`config.mk`:
```
export PLATFORM = sky130hd
export DESIGN_NAME = rampa_corriente
export DESIGN_NICKNAME = d
export VERILOG_FILES = /design/src/rtl/rampa_corriente_pkg.sv /design/src/rtl/rampa_corriente_contador.sv /design/src/rtl/rampa_corriente.sv
export SDC_FILE = /design/constraint.sdc
export NUM_CORES = 1
export LEC_CHECK = 0
export BUFFER_PORTS_ARGS = -buffer_cell sky130_fd_sc_hd__buf_2
export CAP_MARGIN = 20
export CORE_MARGIN = 2
export CORE_UTILIZATION = 61
export CTS_CLUSTER_DIAMETER = 50
export DETAILED_ROUTE_END_ITERATION = 10
export PLACE_DENSITY = 0.91
export SYNTH_ARGS = -nofsm -noshare
export SYNTH_HDL_FRONTEND = slang
export SYNTH_HIERARCHICAL = 1
export SYNTH_SLANG_ARGS = --single-unit
```
`constraint.sdc`:
```
create_clock -name CLK -period 3.54 [get_ports CLK]
set_input_delay 0.531 -clock CLK [delete_from_list [all_inputs] [get_ports CLK]]
set_output_delay 0.531 -clock CLK [all_outputs]
set_load 0.05 [all_outputs]
```
`src/rtl/rampa_corriente_pkg.sv`:
```
// rampa_corriente_pkg: shared constants and FSM encoding for the current-ramp regulator
package rampa_corriente_pkg;
    localparam int DEF_STEP_PERIODS = 4;
    localparam int DEF_DUTY_W       = 5;
    localparam int CNT_W            = 4;
    typedef enum logic [1:0] {IDLE, WAIT, STEP, HOLD} estado_t;
endpackage

```
`src/rtl/rampa_corriente_contador.sv`:
```
// contador_periodos: counts PWM period ticks between duty steps
// Ports: clk, rst (sync, active-high), clr_i (clear, wins over tick),
//        tick_i (increment), tc_o (count sits one below N: the next tick completes the wait)
module contador_periodos
    import rampa_corriente_pkg::*;
#(
    parameter int N = DEF_STEP_PERIODS
) (
    input  logic clk,
    input  logic rst,
    input  logic clr_i,
    input  logic tick_i,
    output logic tc_o
);
    logic [CNT_W-1:0] cnt_q, cnt_d;
    always_comb cnt_d = clr_i ? '0 : tick_i ? cnt_q + 1'b1 : cnt_q;
    // Registered-only decode keeps the FSM free of a combinational loop through tick_i.
    assign tc_o = cnt_q == CNT_W'(N - 1);
    always_ff @(posedge clk) begin
        if (rst) cnt_q <= '0;
        else     cnt_q <= cnt_d;
    end
endmodule

```
`src/rtl/rampa_corriente.sv`:
```
// rampa_corriente: ramps the PWM duty one LSB per STEP_PERIODS PWM periods toward Target
// Ports: CLK, Reset (sync, active-high), En (0 freezes everything), Target (requested duty),
//        Period_Tick (PWM counter wrap pulse), Duty (registered duty), Busy (ramp active),
//        Done (one-cycle pulse when Duty reaches Target)
module rampa_corriente
    import rampa_corriente_pkg::*;
#(
    parameter int STEP_PERIODS = DEF_STEP_PERIODS,
    parameter int DUTY_W       = DEF_DUTY_W
) (
    input  logic              CLK,
    input  logic              Reset,
    input  logic              En,
    input  logic [DUTY_W-1:0] Target,
    input  logic              Period_Tick,
    output logic [DUTY_W-1:0] Duty,
    output logic              Busy,
    output logic              Done
);
    estado_t est_q, est_d;
    logic [DUTY_W-1:0] duty_q, duty_d, paso;
    logic clr, tick, tc, igual, sube, baja;
    contador_periodos #(.N(STEP_PERIODS)) u_cnt (
        .clk(CLK), .rst(Reset), .clr_i(clr), .tick_i(tick), .tc_o(tc)
    );
    assign igual = Target == duty_q;
    // Saturating: never step past either rail even if Target were out of reach.
    assign sube  = Target > duty_q && duty_q != '1;
    assign baja  = Target < duty_q && duty_q != '0;
    assign paso  = sube ? duty_q + 1'b1 : baja ? duty_q - 1'b1 : duty_q;
    always_comb begin
        est_d  = est_q;
        duty_d = duty_q;
        clr    = 1'b0;
        tick   = 1'b0;
        if (En) begin
            case (est_q)
                IDLE: if (!igual) begin
                    est_d = WAIT;
                    clr   = 1'b1;
                end
                WAIT: if (igual) est_d = HOLD;
                else if (Period_Tick) begin
                    tick  = 1'b1;
                    est_d = tc ? STEP : WAIT;
                end
                STEP: begin
                    duty_d = paso;
                    est_d  = paso == Target ? HOLD : WAIT;
                    clr    = 1'b1;
                end
                HOLD: est_d = IDLE;
                default: est_d = IDLE;
            endcase
        end
    end
    always_ff @(posedge CLK) begin
        if (Reset) begin
            est_q  <= IDLE;
            duty_q <= '0;
        end else begin
            est_q  <= est_d;
            duty_q <= duty_d;
        end
    end
    assign Duty = duty_q;
    assign Busy = est_q == WAIT || est_q == STEP;
    // Gated by En so a frozen HOLD cannot stretch the pulse.
    assign Done = En && est_q == HOLD;
endmodule

```
==> reports/results.txt <==
Crit. End Element: flop
Die H: 47.6 microns
slew margin rel.: 0.742
Final Cycle Share: 0.720
Port Buffers: 15
unrepaired setup endpoints after global routing: false
Post-DRT Antenna Nets: 0
leading area contributor after synthesis: dfxtp_1
Post-CTS Resized: 0
min-delay worst type: flop to flop
Mapped Nets: 168
DRT iter0 DRCs: 44
power density over the cells: 223 nW/um^2
GRT met1 Usage: 0.310
Routed wire per std cell: 14.5 microns
Max Clk Rate: 392 MHz
Worst Path Required: 3690 ps
total power: 282 uW
row count: 15
crit path max fanout: 10
Final Wtd Congestion: 0.880
Post-synth top cells: ha_1 (14), inv_1 (13), nor2_1 (13)
Root Driver: clkbuf_4
Netlist cell types: 46
post-synthesis register bit count: 11
Die X: 47.6 microns
antenna cell count: 0
startpoint types: flop
WS Path Type: flop to flop
Vias: 1157
H-Tree Depth: 1
Avg Inst Size Synth: 8.00 sq um
Fin. Hold Viols: 0
Hold-fix buffers, CTS: 0
Tmin final: 2550 ps
DRT Pass-1 Iters: 4
Total GRT Usage: 0.283
final-report setup violation count: 0
clock buffer count from CTS: 3
Post-Route WL: 2.68 mm
# IOs: 16
vias in the first global route: 1082
initial antenna violation count: 0
Bufs on Longest Clock Path: 2
top cells by area, synth: dfxtp_1 (19%), ha_1 (15%), xnor2_1 (6.0%)
top cell type's share of synthesized area: 0.190
pin count of the biggest net entering global routing: 12
synthesis warning total: 6
Layout Nets: 184
GRT Max-Usage Layer: met2
Initial Utilization: 0.657
Detail Placement HPWL: 2.12 mm
Setup Skew: 4.79 ps
clock-pin slew on the worst setup and hold paths: 80 ps
ratio of cells with drive above 1 in the final layout: 0.163
area added between synthesis and finish: 8.74%
Seq/Total Area, Yosys: 0.190
Critical Path AT: 2700 ps
outcome: finished, final reports clean
die area: 2270 sq um
core area: 1760 sq um
EDFF count, synth: 0
Placed Cells: 181
max capacitance violation total: 0
LEAKAGE: 0.547 nW
Overflow after GRT: 0
first-pass GRT wire length: 4.53 mm
met3 global-route usage: 0.0717
Async S/R FF share, synth: 0
fin cells: 185
post-CTS setup buffer count: 0
DRC violations left: 0
top-count cell post-synth: ha_1
top_reg_cell synth: dfxtp_1
Final Max Tran Viols: 0
TritonCTS clock tree: yes
slew at the pin closest to its max-slew limit: 385 ps
met2 GRT Util: 0.549
netlist area before placement: 1160 sq um
Via-to-Cell Ratio: 6.25
synthesized instance count: 145
Sink Count: 11
TNS Setup: 0 ps
Clock Latency Late Sink: 270 ps
Worst VDD drop: 0.000197 V
## cell type report
type / count / area [sq um]
Fill cell: 150 / 503
Inverter: 13 / 48.8
Multi-Input combinational cell: 117 / 858
Clock inverter: 1 / 5.00
Sequential cell: 11 / 220
Tap cell: 25 / 31.3
Clock buffer: 3 / 22.5
Timing Repair Buffer: 15 / 75.1
## metrics by stage
stage / area [sq um] / setup slack [ps] / hold WS [ps] / utilization
finish: 1260 / 990 / 545 / 0.715
global route: 1260 / 799 / 566 / 0.715
CTS: 1260 / 1010 / 545 / 0.715
detailed placement: 1230 / 992 / 531 / 0.699
global placement: 1230 / 1100 / 511 / 0.699
floorplan: 1160 / 934 / 487 / -
## state kept, by name (all words and copies together) (netlist names)
| name | flops |
|---|---|
| u_cnt/cnt_q | 4 |
| Duty | 5 |
| est_q | 2 |
## layer usage
| metal | vias to the layer above | part of all wire | wire (microns) |
|---|---|---|---|
| met3 | 2 | 0.058 | 156 |
| met4 | 0 | 0.0022 | 6 |
| li1 | 562 | - | - |
| met1 | 544 | 0.42 | 1120 |
| met2 | 49 | 0.52 | 1400 |
| met5 | - | 0 | 0 |
## final timing paths
kind	start	endpoint	slack, ps	cells past startpoint
worst min-delay path	u_cnt/cnt_q[1]$_SDFFE_PP0P_	u_cnt/cnt_q[1]$_SDFFE_PP0P_	550	2
worst max register to register	Duty[2]$_SDFFE_PP0P_	est_q[1]$_SDFFE_PP0P_	990	9
worst min register to register	u_cnt/cnt_q[1]$_SDFFE_PP0P_	u_cnt/cnt_q[1]$_SDFFE_PP0P_	550	2
worst max-delay path	Duty[2]$_SDFFE_PP0P_	est_q[1]$_SDFFE_PP0P_	990	9
## kinds of logic (layout without fill, tap and decap cells)
kind of cell,count (synthesis),after routing,synth area share
simple gates,48,48,0.220
fa+ha+maj,14,14,0.151
buf+inv,17,32,0.0701
flops,11,11,0.190
mux,5,5,0.0453
xor+xnor,9,9,0.0680
compound gates,41,41,0.256
## critical path: stages (launching register included)
cell and delay [ps]:
dfxtp_1 520, inv_1 140, ha_1 310, and3_2 260
a31oi_1 290, mux2_2 370, a32oi_1 160, a41oi_1 60
o2111ai_1 220, o32ai_1 90
## cells in the final DEF (no fill, tap or decap), drive strengths merged, types with 2 or more instances in the layout
cell type / count
a21o: 2
a21oi: 10
a22oi: 2
a31oi: 4
a32oi: 3
and2: 2
and3: 3
buf: 15
clkbuf: 3
dfxtp: 11
ha: 14
inv: 13
mux2: 2
mux2i: 3
nand2: 8
nand3: 3
nand4: 3
nor2: 13
nor2b: 3
nor3: 3
nor3b: 3
nor4: 2
o2111ai: 2
o21ai: 9
xnor2: 8
## power by group
part	switching (mW)	internal, mW
combinational	0.0407	0.0257
sequential	0.00204	0.125
clock	0.0463	0.0419
total	0.0890	0.193
Note: power is estimated with default switching activity, not from simulation.
